`src/rtl/cheshire_eoc_pkg.sv`:
```
// Shared types and defaults for the Cheshire end-of-computation monitor.
// Channel states are exported on state_o using these exact 2-bit encodings.
package cheshire_eoc_pkg;

    typedef enum logic [1:0] {
        EOC_IDLE    = 2'd0,
        EOC_ARMED   = 2'd1,
        EOC_DONE    = 2'd2,
        EOC_TIMEOUT = 2'd3
    } eoc_state_e;

    localparam logic [47:0] DefaultBaseAddr   = 48'h0_0200_4004;
    localparam int unsigned DefaultChanStride = 4;

endpackage

```
`src/rtl/cheshire_eoc_channel.sv`:
```
// One EOC channel: state FSM, timeout counter, exit-code capture, leave-ARMED strobe.
// State/exit code update on the sampling edge; strobe is registered; no backpressure.
module cheshire_eoc_channel
    import cheshire_eoc_pkg::*;
#(
    parameter int unsigned DataWidth    = 32,
    parameter int unsigned TimeoutWidth = 32
) (
    input  logic                    clk_i,
    input  logic                    rst_i,
    input  logic                    arm_i,
    input  logic                    clear_i,
    input  logic                    hit_i,
    input  logic [DataWidth-1:0]    wdata_i,
    input  logic [TimeoutWidth-1:0] timeout_i,
    output eoc_state_e              state_o,
    output logic [DataWidth-2:0]    exit_code_o,
    output logic                    leave_o
);

    logic [TimeoutWidth-1:0] cnt;

    // Priority: clear > arm > EOC hit > expiry. A zero counter never expires.
    always_ff @(posedge clk_i) begin
        if (rst_i) begin
            state_o     <= EOC_IDLE;
            cnt         <= '0;
            exit_code_o <= '0;
            leave_o     <= 1'b0;
        end else begin
            leave_o <= 1'b0;
            if (clear_i) begin
                state_o <= EOC_IDLE;
                cnt     <= '0;
            end else if (arm_i) begin
                state_o     <= EOC_ARMED;
                cnt         <= timeout_i;
                exit_code_o <= '0;
            end else if (state_o == EOC_ARMED) begin
                if (hit_i && wdata_i[0]) begin
                    state_o     <= EOC_DONE;
                    exit_code_o <= wdata_i[DataWidth-1:1];
                    cnt         <= '0;
                    leave_o     <= 1'b1;
                end else if (cnt == TimeoutWidth'(1)) begin
                    state_o <= EOC_TIMEOUT;
                    cnt     <= '0;
                    leave_o <= 1'b1;
                end else if (cnt != '0) begin
                    cnt <= cnt - TimeoutWidth'(1);
                end
            end
        end
    end

endmodule

```
`src/rtl/cheshire_eoc_monitor.sv`:
```
// Multi-channel EOC monitor snooping register-bus writes; all outputs registered.
// Observe-only: accepts one beat per cycle, never stalls the bus.
module cheshire_eoc_monitor
    import cheshire_eoc_pkg::*;
#(
    parameter int unsigned          NumChannels  = 4,
    parameter int unsigned          AddrWidth    = 48,
    parameter int unsigned          DataWidth    = 32,
    parameter logic [AddrWidth-1:0] BaseAddr     = AddrWidth'(DefaultBaseAddr),
    parameter int unsigned          ChanStride   = DefaultChanStride,
    parameter int unsigned          TimeoutWidth = 32
) (
    input  logic                                 clk_i,
    input  logic                                 rst_i,
    input  logic                                 mon_valid_i,
    input  logic                                 mon_write_i,
    input  logic [AddrWidth-1:0]                 mon_addr_i,
    input  logic [DataWidth-1:0]                 mon_wdata_i,
    input  logic [NumChannels-1:0]               arm_i,
    input  logic [TimeoutWidth-1:0]              timeout_i,
    input  logic [NumChannels-1:0]               clear_i,
    output logic [2*NumChannels-1:0]             state_o,
    output logic [(DataWidth-1)*NumChannels-1:0] exit_code_o,
    output logic                                 all_done_o,
    output logic                                 any_fail_o,
    output logic                                 irq_o
);

    logic [NumChannels-1:0] hit;
    logic [NumChannels-1:0] leave;
    eoc_state_e             state     [NumChannels];
    logic [DataWidth-2:0]   exit_code [NumChannels];

    for (genvar c = 0; c < NumChannels; c++) begin : g_chan
        localparam logic [AddrWidth-1:0] ChanAddr = BaseAddr + AddrWidth'(c * ChanStride);

        // Exact match only: unaligned or out-of-range beats fall through.
        assign hit[c] = mon_valid_i & mon_write_i & (mon_addr_i == ChanAddr);

        cheshire_eoc_channel #(
            .DataWidth    (DataWidth),
            .TimeoutWidth (TimeoutWidth)
        ) u_chan (
            .clk_i       (clk_i),
            .rst_i       (rst_i),
            .arm_i       (arm_i[c]),
            .clear_i     (clear_i[c]),
            .hit_i       (hit[c]),
            .wdata_i     (mon_wdata_i),
            .timeout_i   (timeout_i),
            .state_o     (state[c]),
            .exit_code_o (exit_code[c]),
            .leave_o     (leave[c])
        );

        assign state_o[2*c +: 2]                           = state[c];
        assign exit_code_o[(DataWidth-1)*c +: DataWidth-1] = exit_code[c];
    end

    logic any_armed;
    logic any_finished;
    logic any_bad;

    always_comb begin
        any_armed    = 1'b0;
        any_finished = 1'b0;
        any_bad      = 1'b0;
        for (int c = 0; c < NumChannels; c++) begin
            if (state[c] == EOC_ARMED) any_armed = 1'b1;
            if (state[c] == EOC_DONE || state[c] == EOC_TIMEOUT) any_finished = 1'b1;
            if (state[c] == EOC_TIMEOUT) any_bad = 1'b1;
            if (state[c] == EOC_DONE && exit_code[c] != '0) any_bad = 1'b1;
        end
    end

    // Simultaneous completions collapse into a single irq pulse.
    always_ff @(posedge clk_i) begin
        if (rst_i) begin
            all_done_o <= 1'b0;
            any_fail_o <= 1'b0;
            irq_o      <= 1'b0;
        end else begin
            all_done_o <= ~any_armed & any_finished;
            any_fail_o <= any_bad;
            irq_o      <= |leave;
        end
    end

endmodule

```
`config.mk`:
```
export PLATFORM = sky130hd
export DESIGN_NAME = cheshire_eoc_monitor
export DESIGN_NICKNAME = d
export VERILOG_FILES = /design/src/rtl/cheshire_eoc_pkg.sv /design/src/rtl/cheshire_eoc_channel.sv /design/src/rtl/cheshire_eoc_monitor.sv
export SDC_FILE = /design/constraint.sdc
export NUM_CORES = 1
export LEC_CHECK = 0
export CAP_MARGIN = 20
export CORE_MARGIN = 5
export CORE_UTILIZATION = 30
export DETAILED_ROUTE_END_ITERATION = 16
export GPL_ROUTABILITY_DRIVEN = 0
export PLACE_DENSITY_LB_ADDON = 0.08
export SLEW_MARGIN = 5
export SYNTH_ARGS = -nofsm -noshare
export SYNTH_HDL_FRONTEND = slang
export SYNTH_SLANG_ARGS = --single-unit
```
`constraint.sdc`:
```
create_clock -name clk_i -period 7.3 [get_ports clk_i]
set_input_delay 1.46 -clock clk_i [delete_from_list [all_inputs] [get_ports clk_i]]
set_output_delay 1.46 -clock clk_i [all_outputs]
set_load 0.01 [all_outputs]
```
==> flow_summary.yaml <==
routing:
  wl_per_cell_microns: 24.1
  ant_nets: 0
  dr.pass1.iters: 5
  routed_wl_mm: 63.6
  drcViolationCount: 0
  drtIter0Drc: 1397
  vias_per_cell: 5.84
  num_vias: 15388
timing:
  holdWs_ns: 0.466
  worst_slew_pin_slew_ns: 1.21
  final_hold_viol_count: 0
  skew_ns: 0.0310
  fmax_ghz: 0.219
  finalSetupViolations: 0
  drv_slew: 0
  period_minus_slack_ns: 4.56
  worst_slack_ns: 2.74
  finalCritPeriodShare_pct: 62.4
  tns_ns: 0
  rsz0062_at_grt: "false"
  maxSlewHeadroom_pct: 19.2
worst_setup_path:
  crit_family: "simple AND/OR/NAND/NOR gates"
  crit-reg2reg-launch: "g_chan[3].u_chan.cnt[8]$_SDFFE_PP0P_"
  start_kind: "input pin"
  crit_buf_inv: 1
  worstPathMaxFanout: 28
  cpPeakStageDelay_ns: 0.87
  crit_chain: "clkdlybuf4s50_1 -> nor4_1 -> nand4_1 -> nor4_2 -> o21a_1 -> o21ai_0 -> a221oi_1 -> nor2_1"
  rr_worst_depth: 8
  critical_path_class: "in -> reg"
  r2r-end: "g_chan[3].u_chan.cnt[2]$_SDFFE_PP0P_"
  worstSetupEndpointType: "flip-flop"
  ff2ff_setup_slack_ns: 3.38
  cp.arrival_ns: 5.00
  worst_path_max_delay_cell: "o21a_1"
  worst_ep_required_time_ns: 7.74
layout:
  final_common_cell: "dfxtp_1"
  layout-drive-gt1-share_pct: 6.41
  nFillCells: 4808
  final_nets: 2140
  final_cells: 2637
  layout.cells.most_common_list: "dfxtp_1 (267), clkdlybuf4s50_1 (254), o21ai_0 (223)"
  area_growth_pct: 30.0
grt:
  grtUsageTotal_pct: 23.7
  grt_first_pass_wirelength_mm: 93.6
  grt_max_degree: 87
  first_global_vias: 14369
  antenna_found_initial: 3
  grt_overflow: 0
power:
  leakagePower_nw: 6.12
  power_mw: 4.08
  max-vdd-ir-drop_v: 0.000144
  p_per_area_mw_per_mm2: 225
die:
  dieArea_sq_mm: 0.0510
  die_w_microns: 226
  fp-row-count: 79
  boundaryPins: 259
  die_h_microns: 226
  start_util_pct: 30.2
  coreArea_sq_mm: 0.0463
cts:
  postCtsSetupRepairBufs: 0
  insertion_delay_ns: 0.57
  clk_pin_slew_worst_paths_ns: 0.06
  cts-htree-levels: 2
  tritoncts: "built"
  ctsResizeCount: 0
  root_buffer: "clkbuf_16"
  cts_sinks: 267
  cts-hold-fix-buffers: 0
  cts_made_buffers: 35
  cts_max_path_buffers: 3
synth:
  ys.flop_type: "dfxtp_1"
  yosysWarnings: 0
  ys_ff_latch: 267
  syn_inst: 1819
  synth_async_sr_flop_share_pct: 0
  synth_cell_type_count: 68
  seq_area_frac_synth_pct: 38.3
  syn_area_sq_mm: 0.0140
  synth-edff-count: 0
  syn_nets: 1955
  avgSynthCellArea_sq_um: 7.68
placed_design:
  dp_hpwl_mm: 44.2
  pre_cts_slack_ns: 2.22
  numPortBuffers: 258
  dp.cells: 2573
min_path:
  whs_path_depth: 2
  hold_end: "g_chan[3].u_chan.cnt[22]$_SDFFE_PP0P_"
  hp-class: "reg -> reg"
  holdCritStartpoint: "g_chan[3].u_chan.cnt[22]$_SDFFE_PP0P_"
run_status:
  status: "complete, no violations"
job:
  drv_cap: 0
## power by group
part / switching (mW) / internal, mW / leakage [nW]
registers: 0.0572 / 1.51 / 2.17
logic: 0.449 / 0.270 / 3.37
clock network: 0.724 / 1.07 / 0.578
## worst min-delay path: stages, from the launching register on
cell	delay, ns
dfxtp_1	0.31
nand3_1	0.06
a21oi_1	0.05
## synthesized netlist by cell type, types with 6 or more instances
cell | number | area share, %
nand3b_1 | 105 | 5.6
nand2b_1 | 12 | 0.54
a221oi_1 | 23 | 1.4
o31ai_1 | 6 | 0.32
o311ai_0 | 7 | 0.44
o21ai_0 | 223 | 8.0
and2_1 | 6 | 0.27
nor2b_1 | 11 | 0.49
or4_1 | 27 | 1.5
clkbuf_1 | 129 | 3.5
a32oi_1 | 14 | 0.88
a211oi_1 | 6 | 0.32
a21o_1 | 7 | 0.38
a21oi_1 | 193 | 6.9
or3_1 | 18 | 0.81
or2_2 | 10 | 0.45
nand2_1 | 139 | 3.7
o22ai_1 | 8 | 0.36
o211ai_1 | 11 | 0.59
inv_1 | 24 | 0.65
and3_1 | 13 | 0.58
a32o_1 | 6 | 0.43
a22oi_1 | 20 | 1.1
nand3_1 | 96 | 3.4
nor2_1 | 130 | 3.5
a31oi_1 | 26 | 1.2
xor2_1 | 9 | 0.56
ha_1 | 12 | 1.1
dfxtp_1 | 267 | 38
nor3_1 | 62 | 2.2
nand4_1 | 20 | 0.90
nor4_1 | 99 | 4.4
## flip-flops by register name (all words and copies together) (netlist names)
register / cells
g_chan.u_chan.leave_o: 4
irq_o: 1
g_chan.u_chan.exit_code_o: 124
g_chan.u_chan.cnt: 128
any_fail_o: 1
all_done_o: 1
g_chan.u_chan.state_o: 8
## worst max-delay path by stage
stage               cells after the start  slack [ns]                                     to           start
floorplan                               8        3.46  g_chan[3].u_chan.cnt[18]$_SDFFE_PP0P_  mon_addr_i[21]
detailed placement                      8        2.22  g_chan[1].u_chan.cnt[21]$_SDFFE_PP0P_  mon_addr_i[12]
global route                            8        2.41  g_chan[1].u_chan.cnt[17]$_SDFFE_PP0P_  mon_addr_i[33]
global placement                        8        2.33  g_chan[1].u_chan.cnt[21]$_SDFFE_PP0P_  mon_addr_i[21]
finish                                  8        2.74  g_chan[1].u_chan.cnt[21]$_SDFFE_PP0P_  mon_addr_i[12]
CTS                                     8        2.81  g_chan[1].u_chan.cnt[21]$_SDFFE_PP0P_  mon_addr_i[12]
## metal layers
| layer | global-route usage [%] | routed length (microns) | up-vias |
|---|---|---|---|
| li1 | - | - | 7202 |
| met2 | 36.7 | 28900 | 567 |
| met5 | 0 | 0 | - |
| met4 | 5.99 | 1520 | 0 |
| met3 | 4.74 | 4430 | 76 |
| met1 | 33.9 | 28800 | 7543 |
## cell type report
class                           instances  area [sq um]  share of cell area (%)
Clock inverter                         11           168                   0.923
Antenna cell                            1          2.50                  0.0138
Tap cell                              607           759                    4.18
Multi-Input combinational cell       1386          7990                    44.0
Timing Repair Buffer                  290          2810                    15.5
Inverter                               24          90.1                   0.496
Sequential cell                       267          5350                    29.4
Clock buffer                           51          1010                    5.54
## through the flow
step,utilization (%),cell area [sq um]
5_1_grt,39.3,18200
3_3_place_gp,36.7,17000
3_5_place_dp,36.7,17000
6_report,39.3,18200
4_1_cts,39.2,18100
2_1_floorplan,-,14000
## cells by family (layout without fill, tap and decap cells)
logic type,Yosys count,count (layout),synth area share [%]
flops,267,267,38.3
compound gates,591,591,25.1
buf+inv,166,376,4.70
xor+xnor,12,12,0.753
mux,1,1,0.0717
simple gates,770,770,30.0
other cells,0,1,0
fa+ha+maj,12,12,1.07
No activity file was read; power rests on OpenSTA's default activity.
